## src/rtl/ram_ctrl_pkg.sv

```systemverilog
// Shared types and widths for the RAM command arbiter: command codes and FSM states.
package ram_ctrl_pkg;

    localparam int CMD_W  = 2;
    localparam int DATA_W = 8;

    typedef enum logic [CMD_W-1:0] {
        WR_ADDR = 2'b00,
        WR_DATA = 2'b01,
        RD_ADDR = 2'b10,
        RD_DATA = 2'b11
    } ram_cmd_e;

    typedef enum logic [2:0] {
        IDLE    = 3'd0,
        ADDR    = 3'd1,
        DATA    = 3'd2,
        WAIT_RD = 3'd3,
        DONE    = 3'd4
    } state_e;

endpackage

```

## src/rtl/ram_cmd_arbiter_rr_arbiter2.sv

```systemverilog
// Two-way round-robin picker: one-hot pick from req plus the last winner.
module rr_arbiter2 (
    input  logic       clk,
    input  logic       rst_n,
    input  logic [1:0] req,
    input  logic       upd,
    output logic [1:0] pick
);

    logic last_grant;

    always_comb begin
        pick = req;
        if (req == 2'b11) begin
            pick = last_grant ? 2'b01 : 2'b10;
        end
    end

    // Starts at 1 so requester 0 wins the first contention after reset.
    always_ff @(posedge clk or negedge rst_n) begin
        if (!rst_n) begin
            last_grant <= 1'b1;
        end else if (upd && (pick != 2'b00)) begin
            last_grant <= pick[1];
        end
    end

endmodule

```

## src/rtl/ram_cmd_arbiter.sv

```systemverilog
// Arbitrates two word-level requesters onto the RAM's two-phase 10-bit command port
// and returns read data (or a timeout error) to the owner.
module ram_cmd_arbiter
    import ram_ctrl_pkg::*;
#(
    parameter int ADDR_SIZE = 8,
    parameter int TIMEOUT   = 4
) (
    input  logic                    clk,
    input  logic                    rst_n,
    input  logic                    req0,
    input  logic                    we0,
    input  logic [ADDR_SIZE-1:0]    addr0,
    input  logic [DATA_W-1:0]       wdata0,
    input  logic                    req1,
    input  logic                    we1,
    input  logic [ADDR_SIZE-1:0]    addr1,
    input  logic [DATA_W-1:0]       wdata1,
    output logic                    gnt0,
    output logic                    gnt1,
    output logic                    done0,
    output logic                    done1,
    output logic [DATA_W-1:0]       rdata,
    output logic                    err,
    output logic                    busy,
    output logic [CMD_W+DATA_W-1:0] ram_din,
    output logic                    ram_rx_valid,
    input  logic [DATA_W-1:0]       ram_dout,
    input  logic                    ram_tx_valid
);

    state_e                 state;
    logic                   owner_q;
    logic                   we_q;
    logic [ADDR_SIZE-1:0]   addr_q;
    logic [DATA_W-1:0]      wdata_q;
    logic [3:0]             cnt;

    logic [1:0]             pick;
    logic                   grant_en;
    logic                   sel_we;
    logic [ADDR_SIZE-1:0]   sel_addr;
    logic [DATA_W-1:0]      sel_wdata;

    assign grant_en  = (state == IDLE) && (req0 || req1);
    assign sel_we    = pick[1] ? we1    : we0;
    assign sel_addr  = pick[1] ? addr1  : addr0;
    assign sel_wdata = pick[1] ? wdata1 : wdata0;

    rr_arbiter2 u_rr (
        .clk   (clk),
        .rst_n (rst_n),
        .req   ({req1, req0}),
        .upd   (grant_en),
        .pick  (pick)
    );

    // Outputs are loaded with the values of the state being entered, so the
    // address phase appears on the same edge that issues the grant.
    always_ff @(posedge clk or negedge rst_n) begin
        if (!rst_n) begin
            state        <= IDLE;
            owner_q      <= 1'b0;
            we_q         <= 1'b0;
            addr_q       <= '0;
            wdata_q      <= '0;
            cnt          <= '0;
            gnt0         <= 1'b0;
            gnt1         <= 1'b0;
            done0        <= 1'b0;
            done1        <= 1'b0;
            rdata        <= '0;
            err          <= 1'b0;
            busy         <= 1'b0;
            ram_din      <= '0;
            ram_rx_valid <= 1'b0;
        end else begin
            case (state)
                IDLE: begin
                    if (grant_en) begin
                        owner_q      <= pick[1];
                        we_q         <= sel_we;
                        addr_q       <= sel_addr;
                        wdata_q      <= sel_wdata;
                        gnt0         <= pick[0];
                        gnt1         <= pick[1];
                        busy         <= 1'b1;
                        ram_rx_valid <= 1'b1;
                        ram_din      <= {(sel_we ? WR_ADDR : RD_ADDR), sel_addr};
                        state        <= ADDR;
                    end
                end
                ADDR: begin
                    ram_din <= we_q ? {WR_DATA, wdata_q} : {RD_DATA, 8'h00};
                    state   <= DATA;
                end
                DATA: begin
                    ram_rx_valid <= 1'b0;
                    ram_din      <= '0;
                    cnt          <= '0;
                    if (we_q) begin
                        done0 <= ~owner_q;
                        done1 <= owner_q;
                        err   <= 1'b0;
                        state <= DONE;
                    end else begin
                        state <= WAIT_RD;
                    end
                end
                WAIT_RD: begin
                    if (ram_tx_valid) begin
                        rdata <= ram_dout;
                        err   <= 1'b0;
                        done0 <= ~owner_q;
                        done1 <= owner_q;
                        state <= DONE;
                    end else if (cnt == 4'(TIMEOUT - 1)) begin
                        rdata <= 8'h00;
                        err   <= 1'b1;
                        done0 <= ~owner_q;
                        done1 <= owner_q;
                        state <= DONE;
                    end else begin
                        cnt <= cnt + 4'd1;
                    end
                end
                DONE: begin
                    gnt0  <= 1'b0;
                    gnt1  <= 1'b0;
                    done0 <= 1'b0;
                    done1 <= 1'b0;
                    err   <= 1'b0;
                    busy  <= 1'b0;
                    state <= IDLE;
                end
                default: begin
                    state <= IDLE;
                end
            endcase
        end
    end

    logic unused_addr_q;
    assign unused_addr_q = ^addr_q;

endmodule

```

## config.mk

```make
export PLATFORM = sky130hd
export DESIGN_NAME = ram_cmd_arbiter
export DESIGN_NICKNAME = d
export VERILOG_FILES = /design/src/rtl/ram_ctrl_pkg.sv /design/src/rtl/ram_cmd_arbiter_rr_arbiter2.sv /design/src/rtl/ram_cmd_arbiter.sv
export SDC_FILE = /design/constraint.sdc
export NUM_CORES = 1
export LEC_CHECK = 0
export ABC_CLOCK_PERIOD_IN_PS = 4200
export CAP_MARGIN = 15
export CORE_ASPECT_RATIO = 2
export CORE_MARGIN = 4
export CORE_UTILIZATION = 48
export CTS_BUF_LIST = sky130_fd_sc_hd__clkbuf_16
export CTS_CLUSTER_SIZE = 28
export DETAILED_ROUTE_END_ITERATION = 10
export HOLD_SLACK_MARGIN = 0.06
export PLACE_DENSITY_LB_ADDON = 0.2
export SLEW_MARGIN = 30
export SYNTH_ARGS = -nofsm -noshare
export SYNTH_HDL_FRONTEND = slang
export SYNTH_SLANG_ARGS = --single-unit
```

## constraint.sdc

```tcl
create_clock -name clk -period 4.2 [get_ports clk]
set_input_delay 0.63 -clock clk [delete_from_list [all_inputs] [get_ports clk]]
set_output_delay 0.63 -clock clk [all_outputs]
set_load 0.05 [all_outputs]
```

# Word level (Yosys, flattened, before mapping)
# Index checks and enable logic that the tools add are counted.
# W data, S select, Z words.
# classes
n_addsub,1
mul,0
n_div,0
order_cmp,0
n_eq_ne,11
shifts,0
muxes,38
bitwise_logic,1
reduce_logical,19
# ops
op,count
$mux W8,4
$pmux W10 S3,1
$mux W10,2
$mux W1,13
$mux W3,4
$pmux W3 S4,1
$reduce_and A2 Y1,6
$reduce_bool A2 Y1,5
$pmux W1 S3,3
$mux W4,2
$pmux W1 S2,4
$pmux W4 S2,1
$eq A3 B2 Y1 const B,2
$mux W2,3
$ne A2 B2 Y1 const B,3
$reduce_and A3 Y1,2
$reduce_bool A3 Y1,2
$add A4 B1 Y4 const B,1
$eq A4 B2 Y1 const B,1
$eq A3 B1 Y1 const B,1
$eq A3 B3 Y1 const B,1
$logic_not A3 Y1,1
$ne A3 B3 Y1 const B,1
$eq A2 B2 Y1 const B,1
other kinds (4),5
# totals
regBits,43
latch_bits,0
mem_bits_rw,0
romBits,0
n_memories,0

# Logic depth before layout (Yosys ltp)
# Gate-level depths: netlist of run 1.
# depth
word_depth,6
ltp_mapped,7
mapped_depth_nobuf,5

# By module
# A second synthesis of run 1 with hierarchy kept.
# unflattened
cells_unflattened,200
area_unflattened_um2,2068.2
# by_module_without_submodules
mod,instances,cells_per_inst,area_each_um2
ram_cmd_arbiter,1,194,2011.9
rr_arbiter2,1,6,56.3

# Worst setup path before layout of run 1
# Ideal clock, no wire load.
# synth_timing
kind,reg-to-reg
from,register state[1]
to,register done0
arrival_ps,1394
required_ps,4075
slack_ps,2681
path_stages_with_launch,6
n_path_buf,1
synth_period_minus_slack_ps,1519
path_cell_list,dfrtp_1 buf_6 or3b_4 o21ai_4 o21ai_2 mux2_4
# synth_via
elab_chain_len,3
word_cells_on_any_way,8
# synth_lines
element,line,source
from (decl),ram_cmd_arbiter.sv:32,state_e state;
from (signal assigned),ram_cmd_arbiter.sv:62,state <= IDLE;
from (signal assigned),ram_cmd_arbiter.sv:90,state <= ADDR;
from (signal assigned),ram_cmd_arbiter.sv:95,state <= DATA;
$eq A3 B2 Y1 or $eq A3 B3 Y1 (tied branches),ram_cmd_arbiter.sv:78,case (state)
$ne A3 B3 Y1 (no line) (tied with other cells),n/a,
$reduce_and A3 Y1 (no line),n/a,
to (signal assigned),ram_cmd_arbiter.sv:102,done0 <= ~owner_q;
to (signal assigned),ram_cmd_arbiter.sv:114,done0 <= ~owner_q;
to (signal assigned),ram_cmd_arbiter.sv:120,done0 <= ~owner_q;
to (decl),ram_cmd_arbiter.sv:21,"output logic done0,"
# Parallel ways exist; a longest one is shown, timed or not.
# A chain may end at the register's enable or synchronous reset.

# Worst setup path in the final report of run 1
# layout_timing
from,input req1
to,register we_q
# layout_via
elab_chain_len,3
word_cells_on_any_way,6
# layout_lines
element,line,source
from (decl),ram_cmd_arbiter.sv:15,"input logic req1,"
$eq A2 B2 Y1 or $logic_or A1 B1 Y1 (tied branches),"ram_cmd_arbiter_rr_arbiter2.sv:14, ram_cmd_arbiter.sv:45",
$mux W2 or $logic_and A1 B1 Y1 (tied branches),"ram_cmd_arbiter_rr_arbiter2.sv:14, ram_cmd_arbiter.sv:45",
$mux W1 or $reduce_and A2 Y1 (tied branches),n/a,
to (signal assigned),ram_cmd_arbiter.sv:82,we_q <= sel_we;
to (decl),ram_cmd_arbiter.sv:34,logic we_q;
# Parallel ways exist; a longest one is shown, timed or not.

==> impl_metrics.ini, run 1 <==
[timing]
skew_ps = 2.45
max_freq_mhz = 453
worst_pin_slew_ps = 719
setup-violations-final = 0
drv_slew = 0
slew_headroom_pct = 52.0
period_needed_ps = 2210
hold_viol_final = 0
finalCritPeriodShare_pct = 52.5
rsz0062_at_grt = false
tns_ps = 0

[cts]
cts_resized = 0
cts_setup_buffers = 0
cts_inserted_buffers = 5
cts_root_buffer = clkbuf_16
clk_path_buf_depth = 2
cts_sinks = 43
h-tree-depth = 2
clk_latency_ps = 280
cts_hold_buf = 0
path_clk_slew_ps = 60
cts_tree = yes

[power_and_ir_drop]
vdd_ir_drop_max_uv = 517
switching_share_pct = 42.2
powerDensity_nw_per_um2 = 798
pwr-share-clk_pct = 21.0
internal_power_mw = 1.37
pwr-share-seq_pct = 31.7
power.switching_mw = 0.997
p_leak_nw = 1.29
combPwrFrac_pct = 47.3

[placement]
placed_cells = 298
io_buffers = 71
dp_hpwl_mm = 3.60
gp_congestion = 0.793

[synth]
synthTopCellsByArea = dfrtp_1 (52%), mux2i_1 (9.3%), a22o_1 (4.7%), o21ai_1 (4.2%), nand2_1 (3.7%)
synth_top_cell_area_share_pct = 51.6
synth_seq_area_share_pct = 52.9
avgSynthCellArea_um2 = 11.0
synth_edf_count = 0
synthFlopType = dfrtp_1
synth.distinct_cells = 43
yosysWarnings = 0
yosysTopAreaCell = dfrtp_1
async_reset_ff_share_pct = 100
synthesis.nets = 234
synth.cell_area_um2 = 2040
ys_ff_latch = 43
syn_inst = 186

[grt]
antenna_found_initial = 0
grt_pass1_vias = 1721
track_usage_pct = 19.0
grt_pass1_wl_mm = 7.51
grt_max_degree = 44
grt_overflow = 0

[critical_path]
slowest_stage = clkdlybuf4s50_1
worstSetupPathType = in2reg
crit_fanout = 15
crit_arrival_ps = 2380
end_kind = register
startpoint_type = input port
reg2reg_depth = 4
crit_required_ps = 4370
path_cells = clkdlybuf4s50_1 > a21boi_2 > buf_4 > mux2i_1 > nand2_1 > o21a_1
critPathMaxStageDelay_ps = 630

[layout]
regArea_um2 = 1080
areaGrowthSynthToFinish_pct = 45.3
fin_cells = 306
most-common-layout-cells = clkdlybuf4s50_1 (70), dfrtp_1 (42), nand2_1 (20)
layout-drive-gt1-share_pct = 8.27
final_nets = 301
multiInputGateArea_um2 = 903
nFillCells = 293
insertedDiodeCount = 0
mostFrequentLayoutCell = clkdlybuf4s50_1

[floorplan]
rows = 33
die_area_um2 = 5420
die_y_um = 100
initial_core_util_pct = 49.9
ios = 72
chipWidth_um = 54.1
core_area_um2 = 4090

[drt]
first_pass_iters = 4
ant_nets = 0
vias = 1674
drc = 0
via_per_inst = 5.47
wire_per_inst_um = 15.4
routed_wl_mm = 4.71
drt_iter0_markers = 29

[flow_run]
drv_cap = 0

[outcome]
status = completed

[hold_path]
hold_path.class = in2async
## worst paths after layout
| path | start | endpoint | slack [ps] |
|---|---|---|---|
| setup / recovery | req1 | we_q$_DFFE_PN0P_ | 1990 |
| hold / removal | rst_n | rdata[3]$_DFFE_PN0P_ | 330 |
| setup reg to reg | state[0]$_DFFE_PN0P_ | gnt1$_DFFE_PN0P_ | 2400 |
| hold reg to reg | busy$_DFFE_PN0P_ | busy$_DFFE_PN0P_ | 490 |
| max in group asynchronous | rst_n | u_rr.last_grant$_DFFE_PN1P_ | 3490 |
| min in group clk | busy$_DFFE_PN0P_ | busy$_DFFE_PN0P_ | 490 |
## power by group through the flow
stage                     combinational [mW]  sequential, mW  clock [mW]
final                                   1.12           0.749       0.497
after CTS                               1.13           0.749       0.504
after global placement                  1.11           0.746           0
after global routing                    1.20           0.772       0.519
after detailed placement                1.13           0.755           0
after floorplan                        0.492            1.04           0
## worst max-delay path, delay by kind of cell
family	cells	cell delay, ps
multiplexers	1	220
AO/OA/AOI/OAI	2	470
buffers and inverters	2	970
AND/OR/NAND/NOR	1	80
## routing by layer
| layer | GRT usage [%] | up-vias | wire, um |
|---|---|---|---|
| met1 | 19.9 | 808 | 1670 |
| met2 | 34.7 | 50 | 2720 |
| met4 | 6.91 | 0 | 78 |
| met5 | 0 | - | 0 |
| li1 | - | 810 | - |
| met3 | 4.46 | 6 | 243 |
## synth_stat cells, drive strengths merged, types with 2 or more instances
master	count
nor3	3
a22oi	9
nand3	6
buf	11
nand2b	3
and3	3
nand2	20
o21ai	20
mux2i	19
inv	2
a21oi	5
a22o	11
nand4b	2
nor2	9
dfrtp	42
## flip-flops by register name (all words and copies together), names as in the netlist
signal	count
busy	1
cnt	4
done0	1
done1	1
err	1
gnt0	1
gnt1	1
owner_q	1
ram_din	10
ram_rx_valid	1
rdata	8
state	3
u_rr.last_grant	1
wdata_q	8
we_q	1
## cell families after synthesis
kind of cell | after synthesis | synth area share, %
AOI/OAI and AO/OA | 54 | 19.3
adders and majority gates | 1 | 0.614
buffers and inverters | 14 | 3.56
DFF | 43 | 52.9
muxes | 20 | 10.1
and+or+nand+nor | 54 | 13.6
## metrics by stage
step           total power, mW  cell area, um^2  util (%)  hold WS, ps  worst slack (ps)
4_1_cts                   2.38             2950      72.2          490              2030
6_report                  2.36             2960      72.5          327              1990
3_3_place_gp              1.85             2760      67.5          467              1790
2_1_floorplan             1.53             2040         -          334              2680
5_1_grt                   2.49             2960      72.5          372              1830
3_5_place_dp              1.88             2760      67.5          475              1750
## layout make-up
class                           count  share of cell area [%]
Tap cell                           52                    2.20
Clock inverter                      3                    2.28
Sequential cell                    43                    36.4
Clock buffer                        5                    4.22
Timing Repair Buffer               72                    24.2
Inverter                            2                   0.253
Multi-Input combinational cell    129                    30.5
(Power assumes the default switching activity.)
==> inputs of run 2 (changes only) <==
Settings changed: ABC_CLOCK_PERIOD_IN_PS 4200 to 2100, CORE_UTILIZATION 48 to 45.
Clock period 4.2 ns to 2.1 ns, I/O delays scaled along.
==> impl_metrics.ini, run 2 (same netlist as run 1, synthesis figures left out) <==
[grt]
grt_overflow = 0
grt_pass1_vias = 1714
grt_pass1_wl_mm = 7.94
track_usage_pct = 17.7
antenna_found_initial = 0
grt_max_degree = 32

[layout]
layout_top_registers = ram_din (10), rdata (8), wdata_q (8)
layout-drive-gt1-share_pct = 10.3
largest_register_ffs = 10
fin_cells = 315
mostFrequentLayoutCell = clkdlybuf4s50_1
most-common-layout-cells = clkdlybuf4s50_1 (70), dfrtp_1 (42), nand2_1 (20)
largest-register = ram_din
nFillCells = 357
areaGrowthSynthToFinish_pct = 46.1
final_nets = 308
insertedDiodeCount = 0

[drt]
via_per_inst = 5.36
ant_nets = 0
first_pass_iters = 4
wire_per_inst_um = 15.2
routed_wl_mm = 4.80
drt_iter0_markers = 33
vias = 1689
drc = 0

[flow_run]
drv_cap = 0

[timing]
fin_hold_ws_ps = 73.7
period_needed_ps = 1780
hold_viol_final = 0
skew_ps = 4.16
setup-violations-final = 0
finalCritPeriodShare_pct = 84.7
rsz0062_at_grt = false
worst_pin_slew_ps = 693
tns_ps = 0
slew_headroom_pct = 53.8
worst_slack_ps = 321
max_freq_mhz = 562
drv_slew = 0

[critical_path]
path_cells = clkdlybuf4s50_1
worstSetupPathType = reg2out
worst-path-stages = 1
crit_fanout = 2
r2r_setup_slack_ps = 400
crit_required_ps = 1780
startpoint_type = register
end_kind = output pin
slowest_stage = clkdlybuf4s50_1
crit_arrival_ps = 1460
cp_top_family = buffers and inverters
reg2reg_depth = 5
cp_num_buf_inv = 1
critPathMaxStageDelay_ps = 830

[cts]
h-tree-depth = 2
cts_resized = 0
cts_hold_buf = 0
cts_setup_buffers = 0
cts_root_buffer = clkbuf_16
cts_tree = yes
clk_latency_ps = 280
cts_sinks = 43
clk_path_buf_depth = 2
path_clk_slew_ps = 60
cts_inserted_buffers = 5

[floorplan]
die_y_um = 103
die_area_um2 = 5740
rows = 34
ios = 72
initial_core_util_pct = 46.5
core_area_um2 = 4380
chipWidth_um = 55.6

[placement]
gp_congestion = 0.742
dp_hpwl_mm = 3.77
placed_cells = 307
dpl_worst_slack_ps = 309
io_buffers = 71

[outcome]
status = completed

[power_and_ir_drop]
vdd_ir_drop_max_uv = 865
p_leak_nw = 1.31
powerDensity_nw_per_um2 = 1560

[hold_path]
hold_path.class = in2async
run 2: report_power, final:
group	internal (mW)	switching, mW
clock network	0.554	0.300
registers	1.19	0.292
logic	0.915	1.39
run 2: layout make-up:
type	count	area, um^2	share of cell area [%]
sequential	43	1080	36.2
timing repair buffer	79	766	25.7
clock buffer	5	125	4.20
inverter	2	7.51	0.252
multi-input combinational	129	896	30.1
clock inverter	3	38.8	1.30
tap	54	67.6	2.27
run 2: metal layers:
metal,vias up,part of all wire [%],global-route usage [%]
li1,825,-,-
met1,815,36,18.3
met2,44,59,35.2
met3,5,3.8,3.23
met4,0,1.5,5.62
met5,-,0,0
run 2: final timing paths:
kind / startpoint / endpoint
max: rdata[1]$_DFFE_PN0P_ / rdata[1]
min: rst_n / rdata[7]$_DFFE_PN0P_
max reg2reg: cnt[0]$_DFFE_PN0P_ / rdata[3]$_DFFE_PN0P_
min reg2reg: busy$_DFFE_PN0P_ / busy$_DFFE_PN0P_
max in group asynchronous: rst_n / wdata_q[1]$_DFFE_PN0P_
min in group clk: busy$_DFFE_PN0P_ / busy$_DFFE_PN0P_
run 2: through the flow:
| stage | utilization [%] | power [mW] | cell area [um^2] |
|---|---|---|---|
| after global placement | 64.2 | 3.78 | 2810 |
| after detailed placement | 64.2 | 3.83 | 2810 |
| after CTS | 68.0 | 4.70 | 2980 |
| after global routing | 68.0 | 4.92 | 2980 |
| after floorplan | - | 3.06 | 2040 |
| final | 68.0 | 4.64 | 2980 |
